--- config.mk ---
export PLATFORM = sky130hd
export DESIGN_NAME = mm_exp_ctrl_flat
export DESIGN_NICKNAME = d
export VERILOG_FILES = /design/src/rtl/mm_exp_ctrl_if.sv /design/src/rtl/mm_exp_ctrl.sv /design/src/flat_wrapper.sv
export SDC_FILE = /design/constraint.sdc
export NUM_CORES = 1
export LEC_CHECK = 0
export ABC_AREA = 1
export ABC_CLOCK_PERIOD_IN_PS = 16300
export CAP_MARGIN = 25
export CORE_UTILIZATION = 40
export CTS_CLUSTER_SIZE = 30
export DETAILED_ROUTE_END_ITERATION = 6
export PLACE_DENSITY = 0.65
export SLEW_MARGIN = 20
export SYNTH_ARGS = -nofsm -noshare
export SYNTH_HDL_FRONTEND = slang
export SYNTH_SLANG_ARGS = --single-unit
--- constraint.sdc ---
create_clock -name clk -period 16.3 [get_ports clk]
set_clock_uncertainty 0.05 [all_clocks]
set_input_delay 3.26 -clock clk [delete_from_list [all_inputs] [get_ports clk]]
set_output_delay 3.26 -clock clk [all_outputs]
set_load 0.02 [all_outputs]
--- src/rtl/mm_exp_ctrl_if.sv ---
// Montgomery-multiplier request/response bus between the exponentiation
// sequencer (master) and the MM core (slave).
interface mm_exp_ctrl_if #(
  parameter int WIDTH = 32
);
  logic             mm_en;
  logic [WIDTH-1:0] mm_a;
  logic [WIDTH-1:0] mm_b;
  logic [WIDTH-1:0] mm_n;
  logic [WIDTH-1:0] mm_z;
  logic             mm_done;

  modport master (
    output mm_en, mm_a, mm_b, mm_n,
    input  mm_z, mm_done
  );

  modport slave (
    input  mm_en, mm_a, mm_b, mm_n,
    output mm_z, mm_done
  );
endinterface

--- src/rtl/mm_exp_ctrl.sv ---
// Left-to-right binary modular exponentiation in the Montgomery domain.
// Optional LEADING_ZERO_SKIP_EN: SCAN skips leading zero exponent bits.
module mm_exp_ctrl #(
  parameter int WIDTH = 32,
  parameter int CNT_W = 6
) (
  input  logic             clk,
  input  logic             rst,
  input  logic             start,
  input  logic [WIDTH-1:0] msg,
  input  logic [WIDTH-1:0] exp,
  input  logic [WIDTH-1:0] n,
  input  logic [WIDTH-1:0] r2,
  output logic             busy,
  output logic             done,
  output logic [WIDTH-1:0] result,
  mm_exp_ctrl_if.master    mm
);

  localparam int IW = (WIDTH > 1) ? $clog2(WIDTH) : 1;

  localparam logic [3:0] S_IDLE = 4'd0;
  localparam logic [3:0] S_CX   = 4'd1;
  localparam logic [3:0] S_CA   = 4'd2;
  localparam logic [3:0] S_SCAN = 4'd3;
  localparam logic [3:0] S_SQR  = 4'd4;
  localparam logic [3:0] S_MUL  = 4'd5;
  localparam logic [3:0] S_NEXT = 4'd6;
  localparam logic [3:0] S_OUT  = 4'd7;
  localparam logic [3:0] S_DONE = 4'd8;

  localparam logic [WIDTH-1:0] ONE = WIDTH'(1);
  localparam logic [CNT_W-1:0] TOP = CNT_W'(WIDTH - 1);
  localparam logic [CNT_W-1:0] DEC = CNT_W'(1);

  logic [3:0]       state;
  logic [3:0]       tgt;
  logic [3:0]       scan_nxt;
  logic [WIDTH-1:0] msg_r;
  logic [WIDTH-1:0] exp_r;
  logic [WIDTH-1:0] n_r;
  logic [WIDTH-1:0] r2_r;
  logic [WIDTH-1:0] acc;
  logic [WIDTH-1:0] xm;
  logic [WIDTH-1:0] op_a;
  logic [WIDTH-1:0] op_b;
  logic [CNT_W-1:0] idx;
  logic             cur_bit;
  logic             tgt_mm;
  logic             load;
  logic             hit;

  assign cur_bit = exp_r[idx[IW-1:0]];
  assign hit     = mm.mm_en & mm.mm_done;

`ifdef LEADING_ZERO_SKIP_EN
  // Walk down past leading zeros; an all-zero exponent needs only the exit conversion.
  always_comb begin
    if (exp_r == '0)
      scan_nxt = S_OUT;
    else if (!cur_bit && idx != '0)
      scan_nxt = S_SCAN;
    else
      scan_nxt = S_SQR;
  end
`else
  assign scan_nxt = S_SQR;
`endif

  // SCAN and NEXT issue on behalf of the following MM state so the en gap stays one cycle.
  always_comb begin
    tgt = state;
    if (state == S_SCAN)
      tgt = scan_nxt;
    else if (state == S_NEXT)
      tgt = (idx == '0) ? S_OUT : S_SQR;
  end

  // Operand selection for the MM operation about to be issued.
  always_comb begin
    op_a   = acc;
    op_b   = acc;
    tgt_mm = 1'b1;
    case (tgt)
      S_CX: begin
        op_a = msg_r;
        op_b = r2_r;
      end
      S_CA: begin
        op_a = ONE;
        op_b = r2_r;
      end
      S_SQR: op_b = acc;
      S_MUL: op_b = xm;
      S_OUT: op_b = ONE;
      default: tgt_mm = 1'b0;
    endcase
  end

  assign load = tgt_mm & ~mm.mm_en;

  // Sequencer: MM request/capture handshake and exponent bit walk.
  always_ff @(posedge clk or posedge rst) begin
    if (rst) begin
      state    <= S_IDLE;
      busy     <= 1'b0;
      done     <= 1'b0;
      result   <= '0;
      mm.mm_en <= 1'b0;
      mm.mm_a  <= '0;
      mm.mm_b  <= '0;
      mm.mm_n  <= '0;
      msg_r    <= '0;
      exp_r    <= '0;
      n_r      <= '0;
      r2_r     <= '0;
      acc      <= '0;
      xm       <= '0;
      idx      <= '0;
    end else begin
      done <= 1'b0;
      if (load) begin
        mm.mm_a  <= op_a;
        mm.mm_b  <= op_b;
        mm.mm_n  <= n_r;
        mm.mm_en <= 1'b1;
      end else if (hit) begin
        mm.mm_en <= 1'b0;
      end
      case (state)
        S_IDLE: if (start) begin
          msg_r <= msg;
          exp_r <= exp;
          n_r   <= n;
          r2_r  <= r2;
          busy  <= 1'b1;
          state <= S_CX;
        end
        S_CX: if (hit) begin
          xm    <= mm.mm_z;
          state <= S_CA;
        end
        S_CA: if (hit) begin
          acc   <= mm.mm_z;
          idx   <= TOP;
          state <= S_SCAN;
        end
        S_SCAN: begin
          state <= scan_nxt;
          if (scan_nxt == S_SCAN)
            idx <= idx - DEC;
        end
        S_SQR: if (hit) begin
          acc   <= mm.mm_z;
          state <= cur_bit ? S_MUL : S_NEXT;
        end
        S_MUL: if (hit) begin
          acc   <= mm.mm_z;
          state <= S_NEXT;
        end
        S_NEXT: begin
          state <= tgt;
          if (idx != '0)
            idx <= idx - DEC;
        end
        S_OUT: if (hit) begin
          result <= mm.mm_z;
          done   <= 1'b1;
          busy   <= 1'b0;
          state  <= S_DONE;
        end
        S_DONE: state <= S_IDLE;
        default: state <= S_IDLE;
      endcase
    end
  end

endmodule

--- src/flat_wrapper.sv ---
// flat-port wrapper written by rule: the top's interface ports become plain ports
module mm_exp_ctrl_flat 
#(
  parameter int WIDTH = 32,
  parameter int CNT_W = 6
)
  (clk, rst, start, msg, exp, n, r2, busy, done, result, mm_mm_en, mm_mm_a, mm_mm_b, mm_mm_n, mm_mm_z, mm_mm_done);
  mm_exp_ctrl_if #(.WIDTH(WIDTH)) mm_i ();
  input  logic clk;
  input  logic rst;
  input  logic start;
  input  logic [WIDTH-1:0] msg;
  input  logic [WIDTH-1:0] exp;
  input  logic [WIDTH-1:0] n;
  input  logic [WIDTH-1:0] r2;
  output logic busy;
  output logic done;
  output logic [WIDTH-1:0] result;
  output wire logic [$bits(mm_i.mm_en)-1:0] mm_mm_en;
  output wire logic [$bits(mm_i.mm_a)-1:0] mm_mm_a;
  output wire logic [$bits(mm_i.mm_b)-1:0] mm_mm_b;
  output wire logic [$bits(mm_i.mm_n)-1:0] mm_mm_n;
  input wire logic [$bits(mm_i.mm_z)-1:0] mm_mm_z;
  input wire logic [$bits(mm_i.mm_done)-1:0] mm_mm_done;
  assign mm_mm_en = mm_i.mm_en;
  assign mm_mm_a = mm_i.mm_a;
  assign mm_mm_b = mm_i.mm_b;
  assign mm_mm_n = mm_i.mm_n;
  assign mm_i.mm_z = mm_mm_z;
  assign mm_i.mm_done = mm_mm_done;
  mm_exp_ctrl #(.WIDTH(WIDTH), .CNT_W(CNT_W)) u_core (.clk(clk), .rst(rst), .start(start), .msg(msg), .exp(exp), .n(n), .r2(r2), .busy(busy), .done(done), .result(result), .mm(mm_i));
endmodule
==> reports/results.ini <==
[drt]
wl_per_cell_um = 16.8
drt_iter0_drc = 688
totalWireLength_mm = 37.6
vias = 10972
viasPerCell = 4.91
ant_nets = 0
drc = 0
drt-pass1-iter-count = 5

[global_route]
grt-busiest-layer = met2
antenna_found_initial = 4
grt_max_degree = 115
globalRouteMet3Util_pct = 6.16
grt_pass1_wl_mm = 60.5
grt_pass1_vias = 11127
use_met1_pct = 29.9
grtUsageMet2_pct = 33.7
overflow = 0
grt_use_total_pct = 21.6

[final_layout]
final_nets = 1924
multiInputGateArea_sq_um = 4450
fillers = 3046
syn_to_final_growth_pct = 33.6
diodes = 0
drive_above_1_share_pct = 7.96
regArea_sq_um = 8330

[critical_path]
cpMostUsedCell = buf_4
end_kind = register
crit_required_ns = 16.65
crit_path_max_incr_delay_ns = 0.76
worstPathArrival_ns = 5.68
crit_chain = clkdlybuf4s50_1 -> nand4_1 -> buf_4 -> buf_4 -> mux2_2
path_class = primary input to register
slowest_stage = buf_4
cp-start-kind = primary input
cp_max_fo = 99

[timing]
finalSetupViolCount = 0
tightest_slew_ns = 1.05
fin_crit_sh_pct = 32.7
period_needed_ns = 5.33
slew_headroom_pct = 29.9
max_freq_mhz = 188
setup_tns_ns = 0
rsz0062_at_grt = no
slew_violations = 0
hold_ws_ns = 0.426
final_hold_viol_count = 0

[synth]
synth_top_family_by_area = simple AND/OR/NAND/NOR gates
netlist_instances = 1495
synthAdderAreaFrac_pct = 0.181
ys_ff_latch = 333
netlist_area_sq_um = 13800
synthMuxAreaShare_pct = 3.75
ys.warnings.count = 0
syn_area_per_cell_sq_um = 9.23
synth_fp_nets = 1661
synth_xor_area_share_pct = 0
yosysSeqAreaShare_pct = 60.4
synth_compound_area_share_pct = 12.9
synth_simple_gate_area_share_pct = 15.2
synth_cell_type_count = 30

[clock_network]
clk_pin_slew_worst_paths_ns = 0.06
hold_buffers = 0
cts_sinks = 333
cts_setup_buffers = 0
cts-root-buf = clkbuf_16
h-tree-depth = 2
clock_latency_ns = 0.51
cts_tree = built
post_cts_resized = 0
cts_max_path_buffers = 3
numCtsBuffers = 37

[floorplanning]
fp.dieW_um = 188
coreArea_sq_um = 33700
ios = 295
dieArea_sq_um = 35200
fp.dieH_um = 188
num_rows = 67
start_util_pct = 41.0

[pwr]
power_density_nw_per_um2 = 211
irDropWorstVdd_mv = 0.118
cellLeakagePower_nw = 8.83

[placed_design]
portBuffers = 294
dp_hpwl_mm = 24.1
gp_congestion = 0.826

[run_status]
status = complete, no violations

[hold_path]
hold_path.class = register to register

[run]
cap_violations = 0

[cells in the final DEF (no fill, tap or decap), types with 2 or more instances in the layout]
| cell type | netlist | routed |
|---|---|---|
| nand2_1 | 387 | 384 |
| o21ai_0 | 113 | 113 |
| clkbuf_16 | 0 | 39 |
| bufinv_16 | 0 | 5 |
| clkbuf_8 | 0 | 9 |
| buf_4 | 5 | 12 |
| ha_1 | 2 | 2 |
| nor2_4 | 3 | 3 |
| nand3b_1 | 2 | 2 |
| dfrtp_1 | 333 | 333 |
| nor2_1 | 105 | 105 |
| inv_1 | 159 | 158 |
| clkinvlp_4 | 0 | 2 |
| buf_16 | 0 | 4 |
| nor3_1 | 3 | 3 |
| o22ai_1 | 32 | 32 |
| clkbuf_1 | 34 | 9 |
| nand2_2 | 4 | 6 |
| mux2_2 | 46 | 46 |
| clkdlybuf4s50_1 | 0 | 294 |
| o21ai_1 | 54 | 54 |
| nor2_2 | 2 | 2 |
| a32oi_1 | 31 | 31 |
| nand4_1 | 2 | 2 |
| nand3_1 | 28 | 28 |
| a21oi_1 | 87 | 87 |
| a31oi_1 | 2 | 2 |
| inv_2 | 9 | 9 |
[area by class of cell]
type | count | area share [%]
multi-input cells | 907 | 24.1
flip-flops and latches | 333 | 45.2
inverters | 169 | 3.48
clock inverters | 9 | 0.970
well taps | 448 | 3.04
clock buffers | 57 | 6.15
repair buffers | 310 | 17.0
[per-layer routing]
| layer | routed length, um | share of wire (%) |
|---|---|---|
| met3 | 2880 | 7.7 |
| met1 | 17100 | 46 |
| met5 | 34 | 0.091 |
| met2 | 17000 | 45 |
| met4 | 541 | 1.4 |
[path summary, 6_finish.rpt]
check,slack (ns),startpoint,to,depth (start not counted)
worst max-delay path,10.97,start,u_core.r2_r[5],5
worst min-delay path,0.43,u_core.busy,u_core.busy,2
worst max register to register,11.84,u_core.state[1],u_core.mm.mm_b[12],10
worst min register to register,0.43,u_core.busy,u_core.busy,2
max in group asynchronous,11.71,rst,u_core.acc[7],4
min in group asynchronous,3.25,rst,u_core.result[24],2
[state kept, by name (all words and copies together), names as in the netlist, 4 cells and up]
| signal | flops |
|---|---|
| u_core.acc | 32 |
| u_core.exp_r | 32 |
| u_core.mm.mm_a | 32 |
| u_core.mm.mm_b | 32 |
| u_core.mm.mm_n | 32 |
| u_core.msg_r | 32 |
| u_core.n_r | 32 |
| u_core.r2_r | 32 |
| u_core.result | 32 |
| u_core.xm | 32 |
| u_core.idx | 6 |
| u_core.state | 4 |
[where the power goes]
group	internal (W)	switching (W)	total, W
clock network	0.000558	0.000327	0.000885
registers	0.00120	0.000190	0.00139
logic	0.000634	0.000981	0.00161
total	0.00240	0.00150	0.00389
[cells by family (layout without fill, tap and decap cells)]
family,count (synthesis),in the layout
flops,333,333
fa+ha+maj,2,2
compound gates,323,323
simple gates,536,536
buf+inv,255,545
mux,46,46
[critical path: cells and delay by family]
kind                   cells  cell delay, ns
multiplexers               1            0.41
AND/OR/NAND/NOR            1            0.12
buffers and inverters      3            1.83
[metrics by stage]
stage          util [%]  area [sq um]  power (W)  setup slack (ns)  std cells
5_1_grt            54.7         18400    0.00418             10.82       2233
3_3_place_gp       50.5         17000    0.00298             10.47       2163
3_5_place_dp       50.6         17000    0.00303             10.41       2164
4_1_cts            54.5         18400    0.00393             10.94       2230
2_1_floorplan         -         13800    0.00243              3.77       1495
6_report           54.7         18400    0.00389             10.97       2233
[cells in the mapped netlist]
library cell / number / share of area [%]
nand2_1: 387 / 11
dfrtp_1: 333 / 60
inv_1: 159 / 4.3
o21ai_0: 113 / 4.1
nor2_1: 105 / 2.9
a21oi_1: 87 / 3.2
o21ai_1: 54 / 2.0
mux2_2: 46 / 3.8
buf_2: 37 / 1.3
clkbuf_1: 34 / 0.92
o22ai_1: 32 / 1.5
a32oi_1: 31 / 2.0
nand3_1: 28 / 1.0
inv_2: 9 / 0.24
buf_1: 8 / 0.22
buf_4: 5 / 0.27
nand2_2: 4 / 0.18
nor2_4: 3 / 0.24
nor3_1: 3 / 0.11
a31oi_1: 2 / 0.091
buf_6: 2 / 0.16
ha_1: 2 / 0.18
nand3b_1: 2 / 0.11
nand4_1: 2 / 0.091
nor2_2: 2 / 0.091
a211oi_1: 1 / 0.054
clkinv_1: 1 / 0.027
o211ai_1: 1 / 0.054
o21ai_2: 1 / 0.063
o21bai_1: 1 / 0.054
No activity file was read; power rests on OpenSTA's default activity.
